`config.mk`:
```
export PLATFORM = sky130hd
export DESIGN_NAME = oam_dma
export DESIGN_NICKNAME = d
export VERILOG_FILES = /design/src/rtl/ppu_pkg.sv /design/src/rtl/oam_dma.sv
export SDC_FILE = /design/constraint.sdc
export NUM_CORES = 1
export LEC_CHECK = 0
export ABC_AREA = 1
export CELL_PAD_IN_SITES_DETAIL_PLACEMENT = 1
export CELL_PAD_IN_SITES_GLOBAL_PLACEMENT = 2
export CORE_MARGIN = 1.5
export CORE_UTILIZATION = 20
export DETAILED_ROUTE_END_ITERATION = 12
export PLACE_DENSITY = 0.8
export RECOVER_POWER = 100
export SYNTH_ARGS = -nofsm -noshare
export SYNTH_HDL_FRONTEND = slang
export SYNTH_SLANG_ARGS = --single-unit
```
`constraint.sdc`:
```
create_clock -name clk -period 1.8 [get_ports clk]
set_input_delay 0.45 -clock clk [delete_from_list [all_inputs] [get_ports clk]]
set_output_delay 0.45 -clock clk [all_outputs]
set_load 0.1 [all_outputs]
```
`src/rtl/ppu_pkg.sv`:
```
// ppu_pkg: shared types and constants for the PPU OAM DMA block.
//   dma_state_e      - DMA engine FSM states
//   OAM_BYTES        - bytes copied per transfer (one full OAM)
//   DMA_START_DELAY  - clocks between the register write and the first byte
//   REG_DMA_ADDR     - low address bits of the DMA register (0xFF46)
//   dma_page_eff()   - folds echo-RAM source pages onto work RAM
package ppu_pkg;

  typedef enum logic [1:0] {
    DmaIdle     = 2'd0,
    DmaStart    = 2'd1,
    DmaTransfer = 2'd2
  } dma_state_e;

  localparam int         OAM_BYTES       = 160;
  localparam int         DMA_START_DELAY = 4;
  localparam logic [6:0] REG_DMA_ADDR    = 7'h46;

  // Pages 0xE0..0xFF are the echo of 0xC0..0xDF; the DMA reads the
  // underlying RAM rather than the mirror.
  function automatic logic [7:0] dma_page_eff(input logic [7:0] page);
    return (page >= 8'hE0) ? page - 8'h20 : page;
  endfunction

endpackage

```
`src/rtl/oam_dma.sv`:
```
// oam_dma: OAM DMA controller and OAM port arbiter.
//   A write to the DMA register latches a source page and, after
//   START_DELAY clocks, copies OAM_BYTES bytes from {page, 8'h00} into
//   OAM at one byte per 4-clock M-cycle. The block owns the PPU OAM port
//   and muxes it between the CPU and the DMA engine.
// Ports:
//   clk, reset_n                      - clock, async active-low reset
//   reg_enable/reg_write/reg_data_in  - DMA register access
//   reg_data_out                      - registered readback of last write
//   dma_bus_addr/dma_bus_read         - system bus read request
//   dma_bus_data_in                   - bus data, one clock after the read
//   cpu_oam_*                         - CPU OAM request / read data
//   oam_addr/enable/write/data_out    - PPU OAM port (driven)
//   oam_data_in                       - PPU OAM read data (1-cycle latency)
//   dma_active                        - transfer in progress, CPU bus blocked
module oam_dma #(
  parameter int OAM_BYTES   = ppu_pkg::OAM_BYTES,
  parameter int START_DELAY = ppu_pkg::DMA_START_DELAY
) (
  input  logic        clk,
  input  logic        reset_n,
  input  logic        reg_enable,
  input  logic        reg_write,
  input  logic [7:0]  reg_data_in,
  output logic [7:0]  reg_data_out,
  output logic [15:0] dma_bus_addr,
  output logic        dma_bus_read,
  input  logic [7:0]  dma_bus_data_in,
  input  logic [7:0]  cpu_oam_addr,
  input  logic        cpu_oam_enable,
  input  logic        cpu_oam_write,
  input  logic [7:0]  cpu_oam_data_in,
  output logic [7:0]  cpu_oam_data_out,
  output logic [7:0]  oam_addr,
  output logic        oam_enable,
  output logic        oam_write,
  output logic [7:0]  oam_data_out,
  input  logic [7:0]  oam_data_in,
  output logic        dma_active
);
  import ppu_pkg::*;

  localparam int DW = (START_DELAY > 1) ? $clog2(START_DELAY) : 1;

  dma_state_e    state_q, state_d;
  logic [7:0]    source_q;
  logic [7:0]    idx_q;
  logic [1:0]    phase_q;
  logic [DW-1:0] dly_q;
  logic          restart_q;  // current Start was entered from a live transfer
  logic          blocked_q;

  logic reg_wr;
  logic last_byte;
  logic in_xfer;

  assign reg_wr    = reg_enable & reg_write;
  assign in_xfer   = (state_q == DmaTransfer);
  assign last_byte = (phase_q == 2'd3) && (idx_q == 8'(OAM_BYTES - 1));

  // ---------------------------------------------------------------- FSM
  always_ff @(posedge clk or negedge reset_n) begin
    if (!reset_n) state_q <= DmaIdle;
    else          state_q <= state_d;
  end

  always_comb begin
    state_d      = state_q;
    dma_bus_addr = 16'h0000;
    dma_bus_read = 1'b0;
    // CPU owns the OAM port unless a transfer is running.
    oam_addr     = cpu_oam_addr;
    oam_enable   = cpu_oam_enable;
    oam_write    = cpu_oam_write;
    oam_data_out = cpu_oam_data_in;

    unique case (state_q)
      DmaIdle: ;
      DmaStart:
        if (dly_q == DW'(START_DELAY - 1)) state_d = DmaTransfer;
      DmaTransfer:
        if (last_byte) state_d = DmaIdle;
      default: state_d = DmaIdle;
    endcase
    // A register write restarts from any state, including the final byte.
    if (reg_wr) state_d = DmaStart;

    if (in_xfer) begin
      oam_addr     = 8'h00;
      oam_enable   = 1'b0;
      oam_write    = 1'b0;
      oam_data_out = 8'h00;
      dma_bus_addr = {dma_page_eff(source_q), idx_q};
      dma_bus_read = (phase_q == 2'd0);
      // Bus data from the phase-0 read arrives here and goes straight to OAM.
      if (phase_q == 2'd1) begin
        oam_addr     = idx_q;
        oam_enable   = 1'b1;
        oam_write    = 1'b1;
        oam_data_out = dma_bus_data_in;
      end
    end
  end

  // ----------------------------------------------------------- counters
  always_ff @(posedge clk or negedge reset_n) begin
    if (!reset_n) begin
      source_q  <= 8'h00;
      idx_q     <= 8'h00;
      phase_q   <= 2'd0;
      dly_q     <= '0;
      restart_q <= 1'b0;
    end else if (reg_wr) begin
      source_q  <= reg_data_in;
      idx_q     <= 8'h00;
      phase_q   <= 2'd0;
      dly_q     <= '0;
      // Keep dma_active up across the restart delay if bytes were moving.
      restart_q <= in_xfer || ((state_q == DmaStart) && restart_q);
    end else begin
      unique case (state_q)
        DmaStart: dly_q <= dly_q + 1'b1;
        DmaTransfer: begin
          phase_q <= phase_q + 2'd1;
          if (phase_q == 2'd3) idx_q <= idx_q + 8'd1;
        end
        default: ;
      endcase
      if (state_d != DmaStart) restart_q <= 1'b0;
    end
  end

  // ------------------------------------------------- register / CPU read
  always_ff @(posedge clk or negedge reset_n) begin
    if (!reset_n) begin
      reg_data_out <= 8'h00;
      blocked_q    <= 1'b0;
    end else begin
      if (reg_enable && !reg_write) reg_data_out <= source_q;
      blocked_q <= in_xfer && cpu_oam_enable && !cpu_oam_write;
    end
  end

  assign cpu_oam_data_out = blocked_q ? 8'hFF : oam_data_in;
  assign dma_active       = in_xfer || ((state_q == DmaStart) && restart_q);

endmodule
```
==> impl_results.html, run 1 <==
<table>
<tr><th>Metric</th><th>Value</th></tr>
<tr><th colspan="2">Outcome</th></tr>
<tr><td>Result of the run</td><td>finished with violations</td></tr>
<tr><td>Failing checks</td><td>setup timing</td></tr>
<tr><th colspan="2">Synth</th></tr>
<tr><td>Simple-gate area share of the yosys netlist</td><td>0.258</td></tr>
<tr><td>Xor and xnor fraction of the mapped netlist area</td><td>0.00483</td></tr>
<tr><td>Top area cells in the synthesized netlist</td><td>dfrtp_1 44%, nand2_1 12%, o21ai_0 9.1%</td></tr>
<tr><td>Share of Yosys cell area claimed by the top area cell type</td><td>0.441</td></tr>
<tr><td>Compound-Gate Fraction of Synth Area</td><td>0.157</td></tr>
<tr><td>Post-Syn Area</td><td>1810 um2</td></tr>
<tr><td>Dominant combinational cell family by area after synthesis</td><td>simple AND/OR/NAND/NOR gates</td></tr>
<tr><td>Mean cell area of the mapped netlist</td><td>approximately 7.7 um2</td></tr>
<tr><td>Sequential area share after synthesis</td><td>0.441</td></tr>
<tr><td>Async set-or-reset flop fraction in the synthesized netlist</td><td>1.00</td></tr>
<tr><td>Post-synth EDFFs</td><td>0</td></tr>
<tr><td>Yosys synthesis warning count</td><td>0</td></tr>
<tr><td>Distinct cell type count of the synthesized netlist</td><td>22</td></tr>
<tr><td>Portion of netlist area occupied by mux cells</td><td>0</td></tr>
<tr><td>Commonest cells in the netlist</td><td>58 x nand2_1, 33 x o21ai_0, 32 x dfrtp_1, 27 x inv_1, 24 x nor2_1</td></tr>
<tr><td>Synth area leader</td><td>dfrtp_1</td></tr>
<tr><td>Flops &amp; latches, synth</td><td>32</td></tr>
<tr><td>Top FF cell, synth</td><td>dfrtp_1</td></tr>
<tr><td>Synthesized Nets</td><td>slightly below 300</td></tr>
<tr><td>Most frequent cell after synthesis</td><td>nand2_1</td></tr>
<tr><td>Post-synthesis share of cell area spent on full adders, half adders and majority gates</td><td>0.0414</td></tr>
<tr><td>Gate count of the mapped netlist</td><td>237</td></tr>
<tr><th colspan="2">Worst setup path</th></tr>
<tr><td>Critical path start-end classification</td><td>reg -&gt; out</td></tr>
<tr><td>Critical R2R Capture</td><td>idx_q[3]</td></tr>
<tr><td>Required time of the critical path</td><td>approximately 1.4 ns</td></tr>
<tr><td>Length in cells of the worst reg-to-reg path</td><td>10</td></tr>
<tr><td>Type of destination of the critical path</td><td>output port</td></tr>
<tr><td>Worst stage delay on the critical path</td><td>0.43 ns</td></tr>
<tr><td>Data arrival time at the worst-slack endpoint</td><td>1.55 ns</td></tr>
<tr><td>Setup crit start kind</td><td>flop</td></tr>
<tr><td>Critical-path cell with the highest stage delay</td><td>dfrtp_1</td></tr>
<tr><td>FF-to-FF Start</td><td>phase_q[0]</td></tr>
<tr><td>Maximum fanout encountered on the critical timing path</td><td>3</td></tr>
<tr><td>Dominant cell type by count on the critical path</td><td>buf_4</td></tr>
<tr><td>Crit-path cells</td><td>ha_4, buf_4, buf_4, a22o_4, buf_12</td></tr>
<tr><td>Bufs and invs on worst path</td><td>3</td></tr>
<tr><td>Delay-heaviest family, CP</td><td>flip-flops</td></tr>
<tr><td>Worst-case register-to-register setup slack</td><td>0.05 ns</td></tr>
<tr><th colspan="2">Route</th></tr>
<tr><td>Iter 0 DRT Violations</td><td>43</td></tr>
<tr><td>DRC violation count after routing</td><td>0</td></tr>
<tr><td>Total wirelength of the detailed-routed design</td><td>approximately 7100 um</td></tr>
<tr><td>Vias after detailed routing</td><td>2094</td></tr>
<tr><td>Number of search-and-repair iterations in the first detailed-routing pass</td><td>4</td></tr>
<tr><td>Vias/cell</td><td>between 4 and 5</td></tr>
<tr><td>Per-cell routed wire length</td><td>15.1 um</td></tr>
<tr><td>Remaining antenna violation count after routing</td><td>0</td></tr>
<tr><th colspan="2">Pwr</th></tr>
<tr><td>Static leakage</td><td>1.84 nW</td></tr>
<tr><td>Power density relative to cell area</td><td>~1100 nW/um2</td></tr>
<tr><td>Worst voltage drop across the vdd grid</td><td>0.489 mV</td></tr>
<tr><th colspan="2">Global route</th></tr>
<tr><td>Via count of the first global-routing pass</td><td>2305</td></tr>
<tr><td>Largest net degree at the start of global routing</td><td>33</td></tr>
<tr><td>Antenna violations before repair</td><td>0</td></tr>
<tr><td>Global-route total usage across every layer</td><td>0.150</td></tr>
<tr><td>GRT Residual Overflow</td><td>0</td></tr>
<tr><td>Global-route wire length before repair</td><td>11600 um</td></tr>
<tr><th colspan="2">Cells and area</th></tr>
<tr><td>Fin cells</td><td>473</td></tr>
<tr><td>Area Growth Syn to Fin</td><td>132%</td></tr>
<tr><td>Number of nets in the final layout</td><td>between 400 and 500</td></tr>
<tr><td>Diodes inserted</td><td>0</td></tr>
<tr><td>Share of cells above drive strength 1</td><td>0.447</td></tr>
<tr><td>Filler cell count in the final layout</td><td>960</td></tr>
<tr><th colspan="2">Clocking</th></tr>
<tr><td>H-Tree Level Count</td><td>2</td></tr>
<tr><td>Clock tree from TritonCTS</td><td>yes</td></tr>
<tr><td>Insertion delay to the later sink of the worst-skew pair</td><td>between 0.2 and 0.3 ns</td></tr>
<tr><td>Total number of clock tree sinks</td><td>32</td></tr>
<tr><td>Cts bufs inserted</td><td>5</td></tr>
<tr><td>Count of hold-fix buffers inserted at cts</td><td>0</td></tr>
<tr><td>Cell at the root of the clock tree</td><td>clkbuf_8</td></tr>
<tr><td>Maximum count of clock buffers along a single path</td><td>2</td></tr>
<tr><td>Clock slew seen by the registers of the worst setup and hold paths</td><td>roughly 0.080 ns</td></tr>
<tr><th colspan="2">STA</th></tr>
<tr><td>Final clock skew</td><td>0.00754 ns</td></tr>
<tr><td>Maximum operating frequency</td><td>500 MHz</td></tr>
<tr><td>Final number of setup-violating endpoints</td><td>36</td></tr>
<tr><td>Minimum clock period</td><td>roughly 2 ns</td></tr>
<tr><td>Setup slack of the critical path after layout</td><td>-0.201 ns</td></tr>
<tr><td>Final setup TNS</td><td>-3.95 ns</td></tr>
<tr><td>Max_slew headroom</td><td>0.413</td></tr>
<tr><td>Final hold viol count</td><td>0</td></tr>
<tr><td>Max Slew Vio Count</td><td>0</td></tr>
<tr><td>Final worst-path cycle share</td><td>1.11</td></tr>
<tr><td>Setup repair after global routing missed its margin</td><td>true</td></tr>
<tr><td>Worst-Margin Slew</td><td>0.881 ns</td></tr>
<tr><th colspan="2">Floorplanning</th></tr>
<tr><td>Die width</td><td>98.2 um</td></tr>
<tr><td>Floorplan die area</td><td>9650 um2</td></tr>
<tr><td>Count of pins on the block boundary</td><td>98</td></tr>
<tr><td>Cell row count</td><td>34</td></tr>
<tr><td>Initial cell density of the core</td><td>0.207</td></tr>
<tr><td>Die Ht</td><td>98.2 um</td></tr>
<tr><td>Core area</td><td>8760 um2</td></tr>
<tr><th colspan="2">Min path</th></tr>
<tr><td>Hold path depth</td><td>2</td></tr>
<tr><td>Hold WC Path Type</td><td>reg -&gt; reg</td></tr>
<tr><td>Source of the worst hold timing path</td><td>reg_data_out[3]</td></tr>
<tr><td>Hold Path Sink</td><td>reg_data_out[3]</td></tr>
<tr><th colspan="2">Placed design</th></tr>
<tr><td>Final weighted congestion of routability-driven global placement</td><td>0.744</td></tr>
<tr><td>Quantity of I/O buffers inserted on ports</td><td>just under 100</td></tr>
<tr><td>Post-detailed-placement half-perimeter wirelength</td><td>5160 um</td></tr>
<tr><td>Placed Cells</td><td>444</td></tr>
<tr><th colspan="2">Run</th></tr>
<tr><td>Max-capacitance violation count</td><td>0</td></tr>
</table>
## through the flow
| stage | worst slack [ns] | instance area, um2 | hold slack (ns) | utilization | power [mW] |
|---|---|---|---|---|---|
| floorplan | -0.287 | 2160 | 0.154 | - | 2.61 |
| CTS | -0.225 | 4200 | 0.539 | 0.479 | 4.73 |
| detailed placement | -0.0209 | 3840 | 0.511 | 0.438 | 3.59 |
| global route | -0.233 | 4200 | 0.547 | 0.480 | 4.88 |
| global placement | -0.00811 | 3840 | 0.484 | 0.438 | 3.53 |
| finish | -0.201 | 4200 | 0.489 | 0.480 | 4.66 |
## cells in the final DEF (no fill, tap or decap), types with 2 or more instances in the layout
cell type         n
ha_4              3
nor2_4           14
a311oi_4          2
a22o_4            8
inv_1            22
nand2_1          47
inv_4             5
nand2_4           7
o21ai_0          24
nand2_8           3
nand4_1           3
o21ai_2           2
buf_4            13
nor2_1           12
nand3_1          10
clkbuf_2          9
nand2_2           5
clkdlybuf4s50_1  43
dfrtp_2           3
dlygate4sd3_1     2
buf_12           51
ha_1              3
a21oi_1           3
o21ai_4           8
inv_2             3
or2_4             2
buf_6             9
dfrtp_1          29
clkbuf_8          5
or2_2             6
nor3_1            2
## worst max-delay path by stage
| stage | slack (ns) | cells after the start | endpoint | from |
|---|---|---|---|---|
| 2_1_floorplan | -0.29 | 3 | dma_bus_addr[14] | source_q[6] |
| 3_3_place_gp | -0.008 | 4 | oam_data_out[1] | dma_bus_data_in[1] |
| 3_5_place_dp | -0.02 | 6 | oam_data_out[3] | phase_q[1] |
| 4_1_cts | -0.23 | 7 | oam_data_out[4] | phase_q[1] |
| 5_1_grt | -0.23 | 5 | oam_addr[7] | phase_q[0] |
| 6_report | -0.20 | 5 | oam_addr[7] | phase_q[0] |
## area by class of cell
class                           instances  area (um2)  share of cell area
Timing Repair Buffer                  129        1730               0.411
Multi-Input combinational cell        166        1300               0.309
Sequential cell                        32         805               0.191
Tap cell                              108         135              0.0322
Inverter                               30         125              0.0298
Clock buffer                            5        68.8              0.0164
Clock inverter                          3        42.5              0.0101
## state kept, by name, indices dropped and copies added, names as in the netlist
register and flops:
state_q 2, restart_q 1, source_q 8, reg_data_out 8, dly_q 2, phase_q 2, blocked_q 1, idx_q 8
## what timing repair did
item	CTS	global route
endpoints found under the hold margin	0	0
pin swaps	22	18
setup buffers	13	9
cloned	2	0
resized for setup	25	34
setup endpoints to repair	35	38
## routing by layer
metal | part of all wire | vias to the layer above | global-route usage
met5 | 0 | - | 0
met4 | 0.0055 | 0 | 0.0228
met3 | 0.057 | 5 | 0.0379
met2 | 0.51 | 69 | 0.271
met1 | 0.42 | 995 | 0.182
li1 | - | 1025 | -
## power breakdown
| part | internal (mW) | switching, mW | total [mW] |
|---|---|---|---|
| Combinational | 1.15 | 1.84 | 2.99 |
| Sequential | 0.848 | 0.106 | 0.954 |
| Clock | 0.410 | 0.299 | 0.708 |
| Total | 2.41 | 2.24 | 4.66 |
## kinds of logic after synthesis
kind of cell,Yosys count
simple gates,110
buf+inv,40
flops,32
xor+xnor,1
compound gates,48
fa+ha+maj,6
## worst reg2reg max path: cells and delay by family, from the launching register on
family | cells | cell delay [ns]
fa+ha+maj | 1 | 0.22
buf+inv | 3 | 0.38
flops | 1 | 0.43
simple gates | 6 | 0.61
No activity file was read; power rests on OpenSTA's default activity.
==> run 2, diff against run 1 <==
--- a/config.mk
+++ b/config.mk
@@ -11,7 +11,8 @@
 export CORE_MARGIN = 1.5
 export CORE_UTILIZATION = 20
 export DETAILED_ROUTE_END_ITERATION = 12
-export PLACE_DENSITY = 0.8
+export GPL_TIMING_DRIVEN = 0
+export PLACE_DENSITY = 0.77
 export RECOVER_POWER = 100
 export SYNTH_ARGS = -nofsm -noshare
 export SYNTH_HDL_FRONTEND = slang
==> constraint.sdc (replaced) <==
create_clock -name clk -period 2.27 [get_ports clk]
set_input_delay 0.5675 -clock clk [delete_from_list [all_inputs] [get_ports clk]]
set_output_delay 0.5675 -clock clk [all_outputs]
set_load 0.1 [all_outputs]
==> run 2 against run 1 <==
  * The flow now finishes without violations
  * Global-route usage shrank 1.8 points
  * Clock skew decreased by 0.0011 ns
  * Setup slack better by 0.28 ns
  * Utilization decreased by 13 points
  * Sequential cell count stayed put
  * Clock-buffer cell count stayed put
  * Routed wire length shrank 10%
  * Register-to-register slack better by 0.57 ns
  * Non-clock buffer count shrank 21
  * Design area fell by 27%
  * Hold slack worse by 0.11 ns
  * First-iteration DRC count is 21% higher
  * Largest power group unchanged
==> impl_results.html, run 2 (same netlist as run 1, synthesis figures left out) <==
<table>
<tr><th>Metric</th><th>Value</th></tr>
<tr><th colspan="2">Global route</th></tr>
<tr><td>Antenna violations before repair</td><td>0 (unchanged)</td></tr>
<tr><td>Global-route total usage across every layer</td><td>0.132 (-0.0176)</td></tr>
<tr><td>GRT Residual Overflow</td><td>0 (unchanged)</td></tr>
<tr><td>Global-route wire length before repair</td><td>10200 um (-12%)</td></tr>
<tr><td>Largest net degree at the start of global routing</td><td>33 (unchanged)</td></tr>
<tr><td>Via count of the first global-routing pass</td><td>2022 (-12%)</td></tr>
<tr><th colspan="2">Worst setup path</th></tr>
<tr><td>Type of destination of the critical path</td><td>output port</td></tr>
<tr><td>Critical path start-end classification</td><td>reg -&gt; out</td></tr>
<tr><td>Critical-path cell with the highest stage delay</td><td>clkdlybuf4s15_2</td></tr>
<tr><td>Bufs and invs on worst path</td><td>2 (-1)</td></tr>
<tr><td>Data arrival time at the worst-slack endpoint</td><td>1.63 ns (+0.08 ns)</td></tr>
<tr><td>Worst-case register-to-register setup slack</td><td>0.62 ns (+0.57 ns)</td></tr>
<tr><td>Total stage count of the critical path</td><td>4 (-1)</td></tr>
<tr><td>Required time of the critical path</td><td>1.70 ns (+0.35 ns)</td></tr>
<tr><td>Delay-heaviest family, CP</td><td>buffers and inverters</td></tr>
<tr><td>Crit-path cells</td><td>inv_1, nand2_4, nor2_1, clkdlybuf4s15_2</td></tr>
<tr><td>Critical Path Sink</td><td>dma_bus_addr[2]</td></tr>
<tr><td>Maximum fanout encountered on the critical timing path</td><td>10 (+7)</td></tr>
<tr><td>Worst stage delay on the critical path</td><td>0.58 ns (+0.15 ns)</td></tr>
<tr><td>Length in cells of the worst reg-to-reg path</td><td>7 (-3)</td></tr>
<tr><td>Critical R2R Capture</td><td>idx_q[7]</td></tr>
<tr><td>Critical path startpoint</td><td>state_q[0]</td></tr>
<tr><td>Setup crit start kind</td><td>flop</td></tr>
<tr><td>FF-to-FF Start</td><td>phase_q[0]</td></tr>
<tr><th colspan="2">Route</th></tr>
<tr><td>Total wirelength of the detailed-routed design</td><td>6410 um (-10%)</td></tr>
<tr><td>Vias/cell</td><td>4.40 (-0.68%)</td></tr>
<tr><td>Remaining antenna violation count after routing</td><td>0 (unchanged)</td></tr>
<tr><td>Vias after detailed routing</td><td>1983 (-5.3%)</td></tr>
<tr><td>Iter 0 DRT Violations</td><td>52 (+21%)</td></tr>
<tr><td>DRC violation count after routing</td><td>0 (unchanged)</td></tr>
<tr><td>Per-cell routed wire length</td><td>14.2 um (-5.7%)</td></tr>
<tr><td>Number of search-and-repair iterations in the first detailed-routing pass</td><td>4 (unchanged)</td></tr>
<tr><th colspan="2">STA</th></tr>
<tr><td>Max Slew Vio Count</td><td>0 (unchanged)</td></tr>
<tr><td>Maximum operating frequency</td><td>456 MHz</td></tr>
<tr><td>Minimum clock period</td><td>2.19 ns</td></tr>
<tr><td>Minimum hold slack</td><td>0.379 ns (-0.111 ns)</td></tr>
<tr><td>Setup repair after global routing missed its margin</td><td>false</td></tr>
<tr><td>Final clock skew</td><td>0.00644 ns (-0.00110 ns)</td></tr>
<tr><td>Final number of setup-violating endpoints</td><td>0 (-100%)</td></tr>
<tr><td>Max_slew headroom</td><td>0.217 (-0.196)</td></tr>
<tr><td>Worst-Margin Slew</td><td>1.18 ns (+0.299 ns)</td></tr>
<tr><td>Final worst-path cycle share</td><td>0.966</td></tr>
<tr><td>Final hold viol count</td><td>0 (unchanged)</td></tr>
<tr><th colspan="2">Pwr</th></tr>
<tr><td>Switching power as a share of total power</td><td>0.513 (+0.0316)</td></tr>
<tr><td>Relative contribution of sequential cells to total power</td><td>0.255 (+0.050)</td></tr>
<tr><td>Internal power</td><td>1.41 mW (-41%)</td></tr>
<tr><td>Proportion of power drawn by the clock network</td><td>0.191 (+0.039)</td></tr>
<tr><td>Comb pwr share</td><td>0.554 (-0.089)</td></tr>
<tr><td>Static leakage</td><td>1.41 nW (-23%)</td></tr>
<tr><td>Power density relative to cell area</td><td>943 nW/um2 (-15%)</td></tr>
<tr><td>Net load switching power</td><td>1.49 mW (-34%)</td></tr>
<tr><td>Worst voltage drop across the vdd grid</td><td>0.312 mV (-36%)</td></tr>
<tr><th colspan="2">Clocking</th></tr>
<tr><td>Count of hold-fix buffers inserted at cts</td><td>0 (unchanged)</td></tr>
<tr><td>Clock tree from TritonCTS</td><td>yes</td></tr>
<tr><td>Maximum count of clock buffers along a single path</td><td>2 (unchanged)</td></tr>
<tr><td>H-Tree Level Count</td><td>2 (unchanged)</td></tr>
<tr><td>Cell at the root of the clock tree</td><td>clkbuf_8</td></tr>
<tr><td>Insertion delay to the later sink of the worst-skew pair</td><td>0.28 ns (about the same)</td></tr>
<tr><td>Clock slew seen by the registers of the worst setup and hold paths</td><td>0.07 ns (about the same)</td></tr>
<tr><td>Total number of clock tree sinks</td><td>32 (unchanged)</td></tr>
<tr><td>Cts bufs inserted</td><td>5 (unchanged)</td></tr>
<tr><th colspan="2">Cells and area</th></tr>
<tr><td>Registers with the most flip-flops</td><td>idx_q (8), reg_data_out (8), source_q (8)</td></tr>
<tr><td>Filler cell count in the final layout</td><td>1065 (+11%)</td></tr>
<tr><td>Diodes inserted</td><td>0 (unchanged)</td></tr>
<tr><td>Share of cells above drive strength 1</td><td>0.297 (-0.149)</td></tr>
<tr><td>Most common library cell in the layout ignoring fill and taps</td><td>nand2_1</td></tr>
<tr><td>Summed area of non-filler cells in the final layout</td><td>3080 um2 (-27%)</td></tr>
<tr><td>Number of nets in the final layout</td><td>394 (-5.3%)</td></tr>
<tr><td>Area Growth Syn to Fin</td><td>69.9%</td></tr>
<tr><td>Most frequent cells in the layout</td><td>60 x nand2_1, 43 x clkdlybuf4s50_1, 32 x dfrtp_1</td></tr>
<tr><th colspan="2">Floorplanning</th></tr>
<tr><td>Floorplan die area</td><td>9650 um2 (unchanged)</td></tr>
<tr><td>Count of pins on the block boundary</td><td>98 (unchanged)</td></tr>
<tr><td>Die width</td><td>98.2 um (unchanged)</td></tr>
<tr><td>Initial cell density of the core</td><td>0.207 (unchanged)</td></tr>
<tr><td>Core area</td><td>8760 um2 (unchanged)</td></tr>
<tr><td>Cell row count</td><td>34 (unchanged)</td></tr>
<tr><td>Die Ht</td><td>98.2 um (unchanged)</td></tr>
<tr><th colspan="2">Outcome</th></tr>
<tr><td>Result of the run</td><td>finished, final reports clean</td></tr>
<tr><th colspan="2">Run</th></tr>
<tr><td>Max-capacitance violation count</td><td>0 (unchanged)</td></tr>
<tr><th colspan="2">Placed design</th></tr>
<tr><td>Quantity of I/O buffers inserted on ports</td><td>97 (unchanged)</td></tr>
<tr><td>Final weighted congestion of routability-driven global placement</td><td>0.812 (+9.2%)</td></tr>
<tr><td>Placement-stage cell area</td><td>3050 um2 (-21%)</td></tr>
<tr><td>Post-detailed-placement half-perimeter wirelength</td><td>4750 um (-7.8%)</td></tr>
<tr><th colspan="2">Min path</th></tr>
<tr><td>Hold WC Path Type</td><td>in -&gt; async</td></tr>
</table>
==> run 2: cell types whose count changed in the layout (fill, tap and decap cells not counted), moves of 6 or more <==
cell,before,now
a22o_2,0,6
a22o_4,8,2
buf_12,51,1
buf_6,9,16
clkbuf_1,1,12
clkbuf_4,1,7
clkdlybuf4s15_2,0,6
nand2_1,47,60
nand2_4,7,1
nor2_2,0,11
nor2_4,14,2
o21ai_1,0,7
o21ai_4,8,0
==> run 2: area by class of cell <==
type	instances	area, um2	area share
clock buffers	5	68.8	0.0223
inverters	30	113	0.0365
flip-flops and latches	32	801	0.260
repair buffers	98	883	0.287
multi-input cells	165	966	0.313
plain buffers	10	72.6	0.0235
well taps	108	135	0.0438
clock inverters	3	42.5	0.0138
==> run 2: metal layers <==
metal	part of all wire	routed length (um)	up-vias	global-route usage
met2	0.45	2910	69	0.220
met3	0.066	426	6	0.0329
li1	-	-	971	-
met1	0.47	3010	937	0.171
met4	0.0098	63	0	0.0325
met5	0	0	-	0
==> run 2: worst min-delay path by stage <==
stage	from	to	slack, ns	depth (start not counted)
after floorplan	reset_n	blocked_q	0.27	0
after global placement	reg_data_out[0]	reg_data_out[0]	0.47	2
after detailed placement	reg_data_out[4]	reg_data_out[4]	0.48	2
after CTS	reset_n	restart_q	0.38	1
after global routing	reset_n	blocked_q	0.45	1
final	reset_n	blocked_q	0.38	1
==> run 2: power by group through the flow <==
stage          clock (mW)  combinational (mW)  sequential, mW
6_report            0.556                1.61           0.740
5_1_grt             0.600                1.72           0.753
4_1_cts             0.574                1.62           0.741
3_5_place_dp            0                1.60           0.750
3_3_place_gp            0                1.58           0.747
2_1_floorplan           0                1.02           0.908
==> run 2: stage by stage <==
| step | power, mW | setup slack, ns | util | instances | setup TNS [ns] |
|---|---|---|---|---|---|
| final | 2.91 | 0.0771 | 0.352 | 451 | 0 |
| after CTS | 2.94 | -0.00592 | 0.360 | 450 | -0.00592 |
| after global routing | 3.07 | 0.00122 | 0.352 | 451 | 0 |
| after global placement | 2.32 | -0.776 | 0.348 | 442 | -27.41 |
| after detailed placement | 2.35 | -0.801 | 0.348 | 442 | -24.23 |
| after floorplan | 1.93 | -0.424 | - | 237 | -5.14 |
==> run 2: what timing repair did <==
action	4_1_cts	5_1_grt
resized for setup	257	21
endpoints found under the setup margin	52	17
cloned	0	1
buffers inserted	0	0
pin swaps	0	1
endpoints found under the hold margin	0	0
